`src/rtl/afe_serial_writer.sv`:
```
// Serial write engine for the AFE configuration port: shifts one command word
// MSB-first over afe_sen / afe_sclk / afe_sdata with setup, hold and gap timing.
module afe_serial_writer #(
  parameter int DATA_WIDTH = 20,
  parameter int CLK_DIV    = 4,
  parameter int CS_SETUP   = 2,
  parameter int CS_HOLD    = 2,
  parameter int GAP        = 4
) (
  input  logic                  clk,
  input  logic                  reset,
  input  logic                  start_transaction,
  input  logic [DATA_WIDTH-1:0] afe_command,
  output logic                  ready,
  output logic                  afe_sen,
  output logic                  afe_sclk,
  output logic                  afe_sdata
);

  localparam int BIT_W = (DATA_WIDTH > 1) ? $clog2(DATA_WIDTH) : 1;
  localparam int CNT_W = 16;

  localparam logic [CNT_W-1:0] SETUP_LAST = CNT_W'(CS_SETUP - 1);
  localparam logic [CNT_W-1:0] DIV_LAST   = CNT_W'(CLK_DIV - 1);
  localparam logic [CNT_W-1:0] HOLD_LAST  = CNT_W'(CS_HOLD - 1);
  localparam logic [CNT_W-1:0] GAP_LAST   = CNT_W'(GAP - 1);
  localparam logic [BIT_W-1:0] BIT_LAST   = BIT_W'(DATA_WIDTH - 1);

  typedef enum logic [2:0] {
    S_IDLE,
    S_SETUP,
    S_SHIFT_LO,
    S_SHIFT_HI,
    S_HOLD,
    S_GAP
  } state_t;

  state_t                state_q, state_d;
  logic [CNT_W-1:0]      cnt_q, cnt_d;
  logic [BIT_W-1:0]      bit_q, bit_d;
  logic [DATA_WIDTH-1:0] shift_q, shift_d;
  logic                  ready_q, ready_d;
  logic                  sen_q, sen_d;
  logic                  sclk_q, sclk_d;
  logic                  sdata_q, sdata_d;

  // cnt_q counts cycles spent in the current state and restarts on every transition.
  always_comb begin
    state_d = state_q;
    cnt_d   = cnt_q + CNT_W'(1);
    bit_d   = bit_q;
    shift_d = shift_q;
    case (state_q)
      S_IDLE: begin
        cnt_d = '0;
        bit_d = '0;
        if (start_transaction) begin
          state_d = S_SETUP;
          shift_d = afe_command;
        end
      end
      S_SETUP: begin
        if (cnt_q == SETUP_LAST) begin
          state_d = S_SHIFT_LO;
          cnt_d   = '0;
        end
      end
      S_SHIFT_LO: begin
        if (cnt_q == DIV_LAST) begin
          state_d = S_SHIFT_HI;
          cnt_d   = '0;
        end
      end
      S_SHIFT_HI: begin
        if (cnt_q == DIV_LAST) begin
          cnt_d = '0;
          if (bit_q == BIT_LAST) begin
            // No shift here so the LSB stays on afe_sdata through HOLD.
            state_d = S_HOLD;
          end else begin
            state_d = S_SHIFT_LO;
            bit_d   = bit_q + BIT_W'(1);
            shift_d = shift_q << 1;
          end
        end
      end
      S_HOLD: begin
        if (cnt_q == HOLD_LAST) begin
          state_d = S_GAP;
          cnt_d   = '0;
        end
      end
      S_GAP: begin
        if (cnt_q == GAP_LAST) begin
          state_d = S_IDLE;
          cnt_d   = '0;
        end
      end
      default: begin
        state_d = S_IDLE;
        cnt_d   = '0;
      end
    endcase
  end

  // Outputs are decoded from the next state so the pins change on the same
  // edge as the state register.
  always_comb begin
    ready_d = (state_d == S_IDLE);
    sen_d   = 1'b1;
    sclk_d  = 1'b0;
    sdata_d = 1'b0;
    case (state_d)
      S_SETUP, S_SHIFT_LO, S_HOLD: begin
        sen_d   = 1'b0;
        sdata_d = shift_d[DATA_WIDTH-1];
      end
      S_SHIFT_HI: begin
        sen_d   = 1'b0;
        sclk_d  = 1'b1;
        sdata_d = shift_d[DATA_WIDTH-1];
      end
      default: begin
        sen_d   = 1'b1;
        sdata_d = 1'b0;
      end
    endcase
  end

  always_ff @(posedge clk) begin
    if (reset) begin
      state_q <= S_IDLE;
      cnt_q   <= '0;
      bit_q   <= '0;
      shift_q <= '0;
      ready_q <= 1'b1;
      sen_q   <= 1'b1;
      sclk_q  <= 1'b0;
      sdata_q <= 1'b0;
    end else begin
      state_q <= state_d;
      cnt_q   <= cnt_d;
      bit_q   <= bit_d;
      shift_q <= shift_d;
      ready_q <= ready_d;
      sen_q   <= sen_d;
      sclk_q  <= sclk_d;
      sdata_q <= sdata_d;
    end
  end

  assign ready     = ready_q;
  assign afe_sen   = sen_q;
  assign afe_sclk  = sclk_q;
  assign afe_sdata = sdata_q;

endmodule

```
`config.mk`:
```
export PLATFORM = sky130hd
export DESIGN_NAME = afe_serial_writer
export DESIGN_NICKNAME = d
export VERILOG_FILES = /design/src/rtl/afe_serial_writer.sv
export SDC_FILE = /design/constraint.sdc
export NUM_CORES = 1
export LEC_CHECK = 0
export BUFFER_PORTS_ARGS = -buffer_cell sky130_fd_sc_hd__buf_4
export CAP_MARGIN = 0
export CORE_ASPECT_RATIO = 1.75
export CORE_UTILIZATION = 45
export DETAILED_ROUTE_END_ITERATION = 10
export GPL_TIMING_DRIVEN = 0
export PLACE_DENSITY = 0.63
export SETUP_SLACK_MARGIN = 0.4
export SLEW_MARGIN = 20
export SYNTH_ARGS = -nofsm -noshare
export SYNTH_HDL_FRONTEND = slang
export SYNTH_SLANG_ARGS = --single-unit
```
`constraint.sdc`:
```
create_clock -name clk -period 2.3 [get_ports clk]
set_clock_uncertainty 0.05 [all_clocks]
set_input_delay 0.115 -clock clk [delete_from_list [all_inputs] [get_ports clk]]
set_output_delay 0.115 -clock clk [all_outputs]
set_load 0.005 [all_outputs]
```
# Word level (Yosys, flattened, before mapping)

Index checks and enable logic that the tools add are counted.

$add $sub $neg: 2
Eq/ne operators: 15
Muxes and demuxes: 20
Bitwise gates (word level): 1
Reduce and logical (&&, ||, !) cells: 9

Operators by type and width:

| cell                                                             | number |
|---|---|
| 20-bit two-way mux                                               | 3 |
| 20-bit case mux with 2 select lines                              | 1 |
| 16-bit two-way mux                                               | 2 |
| 16-bit case mux with 2 select lines                              | 1 |
| 3-bit two-way mux                                                | 7 |
| 3-bit case mux with 6 select lines                               | 1 |
| 16-bit by 1-bit adder with 16-bit output, second input constant  | 1 |
| 16-bit by 1-bit == test with 1-bit output, second input constant | 1 |
| 16-bit by 2-bit == test with 1-bit output, second input constant | 1 |
| 3-bit by 2-bit == test with 1-bit output, second input constant  | 4 |
| 5-bit two-way mux                                                | 2 |
| 5-bit case mux with 2 select lines                               | 1 |
| 3-bit == test, second input constant                             | 3 |
| 3-bit by 1-bit == test with 1-bit output, second input constant  | 2 |
| 3-bit zero test                                                  | 2 |
| 2-bit != test, second input constant                             | 3 |
| 5-bit by 1-bit adder with 5-bit output, second input constant    | 1 |
| 5-bit == test, second input constant                             | 1 |
| 4-bit AND reduction                                              | 1 |
| 2-bit OR reduction                                               | 2 |
| 4-bit OR reduction                                               | 1 |
| 3-bit AND reduction                                              | 1 |
| 3-bit OR reduction                                               | 1 |
| 1-bit two-way mux                                                | 2 |
| 2 further kinds                                                  | 2 |

Register bits after elaboration: 48
Bits of input ports: 23
Output and inout port bits: 4
Logic and storage cells: 56

# Depth between registers and ports, before layout

Depth in word-level cells: 8
Mapped depth: 9
Gate-level depth less buffers: 7

# Least setup slack after synthesis

OpenSTA, ideal clock, no wires.

Path type: flip-flop to flip-flop
Start point: register cnt_q[0]
End point: register cnt_q[11]
Setup time: 0.115 ns
Arrival time: 1.783 ns
Setup slack: 0.352 ns
Cell stages (with the launch flop): 9
Path buffers: 2
Period minus slack after synthesis: 1.948 ns
Path through: dfxtp_1 -> ha_1 -> nor3b_1 -> and4_1 -> buf_4 -> nor2_1 -> o41ai_4 -> buf_6 -> nor2_2

Longest elaborated chain between the ends: 3
Elaborated cells between the ends (all ways): 6

Ends and longest elaborated chain:

| element                                                          | RTL line | source |
|---|---|---|
| start, declared                                                  | 39       | `logic [CNT_W-1:0] cnt_q, cnt_d;` |
| start signal, assigned                                           | 142      | `cnt_q <= cnt_d;` |
| 16-bit by 1-bit adder with 16-bit output (tied with other cells) | 50       | `cnt_d = cnt_q + CNT_W'(1);` |
| 16-bit two-way mux (on tied branches)                            | -        |  |
| 16-bit case mux with 2 select lines *                            | 53       | `case (state_q)` |

Every way passes the cells marked *; elsewhere a longest branch is shown, timed or not.
A chain may end at the register's enable or synchronous reset.

# Final worst setup path

Start point: register cnt_q[5]
End point: register cnt_q[9]

The elaborated chain is that of the path after synthesis.

==> impl_metrics.env <==
export IMPL_die_x_um=54.3
export IMPL_yosysTopAreaCell="dfxtp_1"
export IMPL_end_kind="flip-flop"
export IMPL_vias_per_cell=5.51
export IMPL_synth_cell_types=39
export IMPL_cts_tree="done"
export IMPL_grt_pass1_wl_um=7630
export IMPL_clk_pin_slew_ns=0.10
export IMPL_post_dp_cell_area_um2=2440
export IMPL_synth_avg_cell_area_um2=8.84
export IMPL_synth_area_um2=2160
export IMPL_final_area_um2=2880
export IMPL_synthTopCellsByArea="dfxtp_1 45%, a21oi_1 6.7%, a22oi_1 6.3%"
export IMPL_fillers=417
export IMPL_cts_sinks=48
export IMPL_p_leak_uw=0.00107
export IMPL_ant_nets=0
export IMPL_relSlewSlack_pct=69.1
export IMPL_vias=1889
export IMPL_synth_nets=270
export IMPL_outcome="complete, no violations"
export IMPL_fmax_mhz=523
export IMPL_synthFlopType="dfxtp_1"
export IMPL_row_count=33
export IMPL_ir_drop_mv=0.562
export IMPL_ys_warn_count=0
export IMPL_first_pass_iters=4
export IMPL_maxSlewViolCount=0
export IMPL_cts_max_path_buffers=2
export IMPL_die_h_um=93.6
export IMPL_period_minus_slack_ns=1.91
export IMPL_dieArea_um2=5090
export IMPL_synthCells=244
export IMPL_tns_ns=0
export IMPL_gp_congestion=0.865
export IMPL_power_density_nw_per_um2=604
export IMPL_yosys_top_cells_count="48 x dfxtp_1, 29 x a21oi_1, 29 x nand2_1"
export IMPL_synth_edf_count=0
export IMPL_drcViolationCount=0
export IMPL_cp_start_kind="flip-flop"
export IMPL_worst_skew_pair_late_latency_ns=0.31
export IMPL_hold_viol=0
export IMPL_ys_seq_area_share_pct=44.5
export IMPL_clockRootBuffer="clkbuf_8"
export IMPL_fin_nets=316
export IMPL_htree_num_levels=2
export IMPL_synthArstFlopShare_pct=0
export IMPL_cp_required_ns=2.45
export IMPL_cap_violations=0
export IMPL_dp_hpwl_um=3260
export IMPL_core_area_um2=4620
export IMPL_track_usage_pct=20.1
export IMPL_detail_route_wl_per_cell_um=14.2
export IMPL_hold_buffers=0
export IMPL_synth_seq_cells=48
export IMPL_worstSetupPathType="reg2reg"
export IMPL_grt_pass1_vias=1835
export IMPL_grt_antenna_before_repair=0
export IMPL_synth_top_area_share_pct=44.5
export IMPL_crit_arrival_ns=2.06
export IMPL_worstPathMaxFanout=8
export IMPL_antenna_cells=0
export IMPL_drive_gt1_share_pct=36.1
export IMPL_numPortBuffers=25
export IMPL_grt_overflow_total=0
export IMPL_grt_setup_unrepaired="yes"
export IMPL_worst_pin_slew_ns=0.464
export IMPL_setup_viol=0
export IMPL_start_util_pct=46.6
export IMPL_min_path_type="in2reg"
export IMPL_pin_count=27
export IMPL_cts_inserted_buffers=5
export IMPL_period_share_pct=83.2
export IMPL_area_delta_synth_final_pct=33.5
export IMPL_synth_most_common_cell="dfxtp_1"
export IMPL_drt_iter0_markers=28
export IMPL_wl_um=4870
export IMPL_grt_max_degree=17
==> critical path: stages, from the launching register on <==
cell and delay [ns]:
dfxtp_4 0.37, nor4_4 0.28, and4_1 0.24, buf_6 0.15, nor2_2 0.05, o41ai_4 0.30
buf_4 0.19, buf_6 0.13, nor2_2 0.04
==> metrics by stage <==
step           total power (uW)  util [%]  setup WS (ns)  hold slack [ns]  cells
6_report                   1740      62.3          0.387           0.0234    343
5_1_grt                    1810      62.3          0.307           0.0330    343
4_1_cts                    1730      58.2          0.395           0.0177    335
3_5_place_dp               1080      52.7         0.0795            0.347    321
3_3_place_gp               1080      52.7          0.113            0.339    321
2_1_floorplan              1010         -          0.418            0.201    244
==> routing by layer <==
| layer | vias to the layer above | share of wire (%) | GRT usage, % |
|---|---|---|---|
| li1 | 955 | - | - |
| met1 | 901 | 39 | 19.8 |
| met2 | 28 | 58 | 38.2 |
| met3 | 5 | 2.4 | 2.44 |
| met4 | 0 | 1.4 | 9.19 |
| met5 | - | 0 | 0 |
==> sequential cells by signal (all words and copies together) (netlist names) <==
name,cells
shift_q,20
afe_sen,1
state_q,3
bit_q,5
ready,1
afe_sdata,1
cnt_q,16
afe_sclk,1
==> final timing paths <==
kind                   from    endpoint  slack (ns)  cells past startpoint
max                cnt_q[5]    cnt_q[9]        0.39                      8
min          afe_command[8]  shift_q[8]        0.02                      3
max reg2reg        cnt_q[5]    cnt_q[9]        0.39                      8
min reg2reg      shift_q[4]  shift_q[4]        0.41                      2
==> logic make-up (layout without fill, tap and decap cells) <==
group,Yosys count,in the layout,share of synthesized area (%)
compound gates,59,59,17.7
xor+xnor,14,14,5.68
fa+ha+maj,3,3,1.74
buf+inv,16,63,3.89
flops,48,48,44.5
simple gates,104,104,26.4
==> power breakdown <==
part | total, uW | leakage [uW] | internal, uW | switching [uW]
logic | 227 | 0.000616 | 112 | 115
clock network | 628 | 0.0000591 | 329 | 300
registers | 885 | 0.000395 | 864 | 21.5
==> cell usage in the layout (no fill, tap or decap), types with 7 or more instances in the layout <==
cell type   n
a22oi_1     8
buf_4      34
a21oi_1    26
nor2_1     12
a22oi_2    10
nand2_1    29
xnor2_1     8
dfxtp_1    42
nor2_2     12
nand3_1     7
==> timing repair <==
| item | in CTS | in global routing |
|---|---|---|
| pin swaps | 6 | 18 |
| setup endpoints to repair | 42 | 33 |
| resized for setup | 24 | 27 |
| cloned | 1 | 1 |
| buffers inserted | 5 | 7 |
==> final cells by class <==
| type | count | area, um^2 | area share (%) |
|---|---|---|---|
| repair buffers | 39 | 334 | 11.6 |
| multi-input cells | 180 | 1280 | 44.5 |
| clock inverters | 3 | 45.0 | 1.56 |
| well taps | 52 | 65.1 | 2.26 |
| flip-flops and latches | 48 | 973 | 33.8 |
| inverters | 3 | 11.3 | 0.391 |
| clock buffers | 5 | 68.8 | 2.39 |
| plain buffers | 13 | 100 | 3.48 |
Note: power is estimated with default switching activity, not from simulation.
